## src/rtl/regfile_param_pkg.sv

```systemverilog
`default_nettype none
// ============================================================================
//  Module  : regfile_param_pkg
//  Purpose : Shared widths and clear-engine state encoding for regfile_param.
//  Rev     : 1.0
// ============================================================================
package regfile_param_pkg;

    localparam int c_RF_DATA_W = 16;
    localparam int c_RF_ADDR_W = 5;

    typedef enum logic [0:0] {
        RF_ST_CLEAR = 1'b0,
        RF_ST_READY = 1'b1
    } rf_state_e;

endpackage
`default_nettype wire

```

## src/rtl/regfile_clear_fsm.sv

```systemverilog
`default_nettype none
// ============================================================================
//  Module  : regfile_clear_fsm
//  Purpose : Post-reset sequencer that zeroes every entry, then raises ready.
//  Rev     : 1.0
// ============================================================================
module regfile_clear_fsm
    import regfile_param_pkg::*;
#(
    parameter int ADDR_W = c_RF_ADDR_W
) (
    input  logic              clk,
    input  logic              rst,
    output logic              clr_we,
    output logic [ADDR_W-1:0] clr_idx,
    output logic              ready
);

    localparam logic [ADDR_W-1:0] c_LAST_IDX = {ADDR_W{1'b1}};

    rf_state_e         r_state;
    rf_state_e         w_state_nxt;
    logic [ADDR_W-1:0] r_clr_idx;
    logic              w_clr_active;

    always_ff @(posedge clk) begin
        if (rst) begin
            r_state   <= RF_ST_CLEAR;
            r_clr_idx <= '0;
        end else begin
            r_state <= w_state_nxt;
            // Wrap from the last index back to 0 lands on the CLEAR->READY edge.
            if (w_clr_active) begin
                r_clr_idx <= r_clr_idx + ADDR_W'(1);
            end
        end
    end

    always_comb begin
        w_state_nxt  = r_state;
        w_clr_active = 1'b0;
        case (r_state)
            RF_ST_CLEAR: begin
                w_clr_active = 1'b1;
                if (r_clr_idx == c_LAST_IDX) begin
                    w_state_nxt = RF_ST_READY;
                end
            end
            RF_ST_READY: begin
                w_state_nxt = RF_ST_READY;
            end
            default: begin
                w_state_nxt = RF_ST_CLEAR;
            end
        endcase
    end

    // No clearing writes while reset is held; the sweep starts once rst drops.
    assign clr_we  = w_clr_active & ~rst;
    assign clr_idx = r_clr_idx;
    assign ready   = (r_state == RF_ST_READY);

endmodule
`default_nettype wire

```

## src/rtl/regfile_param.sv

```systemverilog
`default_nettype none
// ============================================================================
//  Module  : regfile_param
//  Purpose : 2R/1W register file with optional bypass and hardwired zero entry.
//  Rev     : 1.0
// ============================================================================
module regfile_param
    import regfile_param_pkg::*;
#(
    parameter int DATA_W   = c_RF_DATA_W,
    parameter int ADDR_W   = c_RF_ADDR_W,
    parameter int ZERO_REG = 0,
    parameter int BYPASS   = 1
) (
    input  logic              clk,
    input  logic              rst,
    input  logic [ADDR_W-1:0] reg1_index,
    input  logic [ADDR_W-1:0] reg2_index,
    output logic [DATA_W-1:0] reg1_data,
    output logic [DATA_W-1:0] reg2_data,
    input  logic [ADDR_W-1:0] write_index,
    input  logic [DATA_W-1:0] write_data,
    input  logic              write_en,
    output logic              ready,
    output logic              write_err
);

    localparam int c_DEPTH = 2 ** ADDR_W;

    logic [DATA_W-1:0] r_mem [0:c_DEPTH-1];
    logic              w_clr_we;
    logic [ADDR_W-1:0] w_clr_idx;
    logic              w_ready;
    logic              w_user_we;
    logic              r_write_err;

    regfile_clear_fsm #(
        .ADDR_W (ADDR_W)
    ) u_clear_fsm (
        .clk     (clk),
        .rst     (rst),
        .clr_we  (w_clr_we),
        .clr_idx (w_clr_idx),
        .ready   (w_ready)
    );

    // Writes to entry 0 are dropped silently when it is hardwired to zero.
    assign w_user_we = w_ready & write_en &
                       ~((ZERO_REG != 0) && (write_index == '0));

    always_ff @(posedge clk) begin
        if (w_clr_we) begin
            r_mem[w_clr_idx] <= '0;
        end else if (w_user_we) begin
            r_mem[write_index] <= write_data;
        end
    end

    always_ff @(posedge clk) begin
        if (rst) begin
            r_write_err <= 1'b0;
        end else begin
            r_write_err <= write_en & ~w_ready;
        end
    end

    function automatic logic [DATA_W-1:0] f_read(
        input logic [ADDR_W-1:0] idx,
        input logic [DATA_W-1:0] stored,
        input logic              rdy,
        input logic              wen,
        input logic [ADDR_W-1:0] widx,
        input logic [DATA_W-1:0] wdata
    );
        if (!rdy) begin
            return '0;
        end else if ((ZERO_REG != 0) && (idx == '0)) begin
            return '0;
        end else if ((BYPASS != 0) && wen && (idx == widx)) begin
            return wdata;
        end else begin
            return stored;
        end
    endfunction

    always_comb begin
        reg1_data = f_read(reg1_index, r_mem[reg1_index], w_ready,
                           write_en, write_index, write_data);
        reg2_data = f_read(reg2_index, r_mem[reg2_index], w_ready,
                           write_en, write_index, write_data);
    end

    assign ready     = w_ready;
    assign write_err = r_write_err;

endmodule
`default_nettype wire

```

## config.mk

```make
export PLATFORM = sky130hd
export DESIGN_NAME = regfile_param
export DESIGN_NICKNAME = d
export VERILOG_FILES = /design/src/rtl/regfile_param_pkg.sv /design/src/rtl/regfile_clear_fsm.sv /design/src/rtl/regfile_param.sv
export SDC_FILE = /design/constraint.sdc
export NUM_CORES = 1
export LEC_CHECK = 0
export BUFFER_PORTS_ARGS = -buffer_cell sky130_fd_sc_hd__clkbuf_2
export CAP_MARGIN = 15
export CORE_MARGIN = 2
export CORE_UTILIZATION = 50
export CTS_BUF_LIST = sky130_fd_sc_hd__clkbuf_8
export DETAILED_ROUTE_END_ITERATION = 6
export HOLD_SLACK_MARGIN = 0.03
export PLACE_DENSITY = 0.66
export SLEW_MARGIN = 0
export SYNTH_ARGS = -nofsm -noshare
export SYNTH_HDL_FRONTEND = slang
export SYNTH_SLANG_ARGS = --single-unit
```

## constraint.sdc

```tcl
create_clock -name clk -period 3.65 [get_ports clk]
set_input_delay 0.1825 -clock clk [delete_from_list [all_inputs] [get_ports clk]]
set_output_delay 0.1825 -clock clk [all_outputs]
set_load 0.02 [all_outputs]
```

* Word level (Yosys, flattened, before mapping)
Memories as Yosys holds them, arrays and structs flattened.
Cells that the tools add are included.
** Word-level totals
- Memory bits (writable) :: 512
- Output and inout port bits :: 34
- Bits in registers :: 7
- Memories kept :: 1
** Memories
- r_mem :: words 32, bits a word 16, rd ports 2, clocked after memory_dff 0, write ports 1, RTL line regfile_param.sv:30 : logic [DATA_W-1:0] r_mem [0:c_DEPTH-1];
** Operators by class
- Mux-type cells :: 15
- Bitwise logic cells :: 5
- Reductions and logical operators :: 3
- $add $sub $neg :: 1
- Eq/ne operators :: 3
** Operators by type and width (count)
- two-way mux 16 bit :: 5
- OR reduction 16 bit :: 1
- == test 5 bit :: 2
- two-way mux 1 bit :: 8
- adder 5 x 1 -> 5 bit, second input constant :: 1
- == test 5 bit, second input constant :: 1
- two-way mux 5 bit :: 1
- bitwise AND 1 bit :: 3
- logical AND 1 bit :: 2
- NOT 1 bit :: 2
- case mux 1 bit (2 select lines) :: 1

* Logic depth before layout (Yosys ltp)
- Depth in word-level cells :: 6
- Mapped depth :: 9
- Gate-level depth less buffers :: 5

* Hierarchy
A second synthesis with hierarchy kept.
** Second synthesis, totals
- Cell total of the unflattened synthesis :: 1781
- Area, all modules :: 25381.8 um^2
** By module, submodules not included
- regfile_param :: instances 1, area each 25110.3 um^2, cells an instance 1756
- regfile_clear_fsm :: instances 1, area each 271.5 um^2, cells an instance 25

* Worst setup path after synthesis
No wires, ideal clock.
- Path type :: register to register
- Start point :: reg u_clear_fsm.r_state, in the netlist u_clear_fsm.ready
- End point :: mem r_mem[16][0] (netlist name) (enable)
- Buffers on the path :: 1
- Stages on the path, launching flop included :: 6
- Period minus slack after synthesis :: 2.404 ns
- Required time :: 3.262 ns
- Arrival :: 2.016 ns
- Slack :: 1.246 ns
- Path through :: dfxtp_1 > nand2_1 > clkbuf_1 > mux2i_1 > nand2_1 > nor2_1
** Between the ends
- Longest elaborated chain between the ends :: 6
** RTL lines
- start, declared :: RTL line regfile_clear_fsm.sv:21 : rf_state_e r_state;
- start signal, assigned :: RTL line regfile_clear_fsm.sv:31 : r_state <= w_state_nxt;
- bitwise AND 1 bit / two-way mux 1 bit (equally long branches) :: RTL line regfile_param.sv:48, regfile_clear_fsm.sv:42
- two-way mux 1 bit / bitwise AND 1 bit (equally long branches) :: RTL line regfile_param.sv:54, regfile_clear_fsm.sv:59
- two-way mux 1 bit :: RTL line regfile_param.sv:52 : if (w_clr_we) begin
- two-way mux 1 bit (implied by the code) :: RTL line regfile_param.sv:55 : r_mem[write_index] <= write_data;
- OR reduction 16 bit (no source line)
- two-way mux 5 bit (no source line) / two-way mux 1 bit (equally long branches)
- end, declared :: RTL line regfile_param.sv:30
Parallel ways exist; a longest one is shown, timed or not.

==> results.json <==
{
  "p_leak_nw": 10.3,
  "syn-cell-area_um2": 25400,
  "cp_common_cell": "a21oi_1",
  "start_util_pct": 50.6,
  "worstHoldEndpoint": "r_mem[4][4]$_DFFE_PP_",
  "grt_max_degree": 65,
  "port_buffers": 67,
  "vias_per_cell": 6.57,
  "vdd_ir_drop_max_v": 0.000268,
  "insertion_delay_ps": 690,
  "muxShareOfSynthArea_pct": 20.4,
  "arrival_ps": 2840,
  "setup_tns_ps": 0,
  "relSlewSlack_pct": 21.8,
  "dieArea_um2": 52600,
  "synth_edf_count": 512,
  "fin_nets": 1950,
  "worstMarginPinSlew_ps": 1170,
  "r2r_start": "u_clear_fsm.ready$_SDFF_PP0_",
  "cp_slowest_stage_delay_ps": 560,
  "skew_ps": 22.6,
  "maxCapViolCount": 0,
  "pin_count": 68,
  "htree_levels": 3,
  "root_buffer": "clkbuf_8",
  "synth-main-ff-cell": "edfxtp_1",
  "synth_top_family_by_area": "multiplexers",
  "rsz0062_at_grt": "no",
  "regToRegEndpoint": "r_mem[30][8]$_DFFE_PP_",
  "setup_viol": 0,
  "wl_um": 79700,
  "hold_path_startpoint": "write_data[4]",
  "worstRegToRegCells": 5,
  "grt_pass1_vias": 17200,
  "hpwl_um": 49600,
  "hold_path.class": "primary input to register",
  "synth_compound_area_share_pct": 11.5,
  "drtIter0Drc": 1952,
  "track_usage_pct": 29.9,
  "synth_adder_area_share_pct": 0.0986,
  "antenna_found_initial": 4,
  "setup_ws_ps": 626,
  "wl_per_cell_um": 30.0,
  "finalHoldViolCount": 0,
  "fin_crit_ps": 3020,
  "yosysWarnings": 0,
  "die_h_um": 229,
  "end_kind": "output pin",
  "layout_common_cells": "516 x mux2i_1, 512 x edfxtp_1, 256 x a22oi_1, 160 x a21oi_1, 100 x buf_4",
  "synth_nets": 1817,
  "yosysSeqAreaShare_pct": 61.2,
  "clockBufferDepth": 3,
  "period_share_pct": 82.8,
  "cts_setup_buffers": 0,
  "drive_above_1_share_pct": 16.8,
  "fillers": 4016,
  "num_vias": 17400,
  "grt_pass1_wl_um": 114000,
  "max_freq_mhz": 331,
  "cts_made_buffers": 83,
  "gp_routability_congestion": 0.895,
  "area_delta_synth_final_pct": 12.3,
  "ctsResizeCount": 0,
  "numClockSinks": 519,
  "overflow": 0,
  "core_um2": 50200,
  "crit_slowest_cell": "or4_1",
  "run_status": "completed",
  "synth_xor_area_share_pct": 0.449,
  "cts_tree": "done",
  "syn_area_per_cell_um2": 14.2,
  "ys_types": 33,
  "powerDensity_nw_per_um2": 421,
  "synth_cells": 1781,
  "worstSetupPathType": "register to output pin",
  "fp.dieW_um": 229,
  "path_clk_slew_ps": 60,
  "r2r_setup_slack_ps": 1050,
  "cp.required_ps": 3470,
  "path_cells": "mux2i_1 > a22oi_1 > a21oi_1 > or4_1 > a21oi_1 > clkbuf_2",
  "crit_fanout": 2,
  "drc": 0,
  "final_max_slew_viol_count": 0,
  "dp_slack_ps": 847,
  "layout_commonest_cell": "mux2i_1",
  "dr.pass1.iters": 6,
  "hold_slack_ps": 71.2,
  "yosys.area_share.simple_pct": 2.85,
  "num_rows": 82,
  "cts_hold_buf": 2,
  "ant_nets": 0,
  "ys_seq_elements": 519,
  "async_reset_ff_share_pct": 0,
  "crit_path_start_kind": "register",
  "whs_path_depth": 2
}
-- worst max-delay path: cells and delay by family (launching register included) --
family	cells	cell delay, ps
compound gates	3	920
buf+inv	1	270
flops	1	340
mux	1	80
simple gates	1	560
-- registers in the layout, summed over array words and instances, names as in the netlist --
signal	count
r_mem	512
u_clear_fsm.clr_idx	5
u_clear_fsm.ready	1
write_err	1
-- metrics by stage --
step	instance area [um^2]	instances	utilization, %	total power, W
final	28500	2652	56.8	0.0120
after global routing	28500	2652	56.8	0.0123
after CTS	28400	2648	56.6	0.0120
after detailed placement	26900	2496	53.7	0.00757
after global placement	26900	2496	53.7	0.00756
after floorplan	25400	1781	-	0.00724
-- synthesized netlist by cell type (4+ instances only) --
library cell	number	area share, %
a21oi_1	160	3.2
a22oi_1	256	7.6
and3_1	17	0.42
buf_1	10	0.15
buf_2	6	0.12
buf_4	30	0.89
buf_6	15	0.67
buf_8	9	0.53
clkbuf_1	68	1.0
clkbuf_4	4	0.12
dfxtp_1	7	0.55
edfxtp_1	512	61
mux2i_1	516	20
nand2_1	17	0.25
nand2b_1	6	0.15
nor2_1	43	0.64
nor2b_1	5	0.12
o21ai_0	21	0.41
o21ai_1	14	0.28
or4_1	32	0.95
xor2_1	10	0.35
-- how the worst max path moves through the flow --
stage                                             from                endpoint  slack (ps)  cells after the start
after floorplan           u_clear_fsm.ready$_SDFF_PP0_  r_mem[16][0]$_DFFE_PP_        1250                      5
after global placement                   reg2_index[0]           reg2_data[14]         820                      8
after detailed placement                 reg2_index[0]           reg2_data[14]         850                      8
after CTS                       r_mem[9][14]$_DFFE_PP_           reg2_data[14]         700                      6
after global routing            r_mem[8][14]$_DFFE_PP_           reg2_data[14]         570                      6
final                           r_mem[9][14]$_DFFE_PP_           reg2_data[14]         630                      6
-- per-layer routing --
metal	global-route usage (%)	share of wire, %
met1	40.1	40
met2	46.9	46
met3	6.82	10
met4	12.8	4.1
met5	1.75	0.17
-- area by class of cell --
cell class | instances | area [um^2] | share of cell area [%]
Multi-Input combinational cell | 1120 | 9110 | 32.0
Clock inverter | 65 | 300 | 1.05
Tap cell | 672 | 841 | 2.95
Antenna cell | 1 | 2.50 | 0.00878
Sequential cell | 519 | 15500 | 54.4
Clock buffer | 85 | 1170 | 4.10
Timing Repair Buffer | 190 | 1560 | 5.49
-- logic make-up after synthesis --
family,after synthesis
muxes,518
adders and majority gates,2
and+or+nand+nor,133
buffers and inverters,142
AOI/OAI and AO/OA,454
xor gates and xnor gates,13
DFF,519
-- report_power, final --
group	leakage, nW	internal [W]	switching [W]
registers	4.23	0.00650	0.0000220
clock network	0.849	0.00223	0.00229
logic	5.20	0.000338	0.000616
total	10.3	0.00907	0.00292
Note: power is estimated with default switching activity, not from simulation.
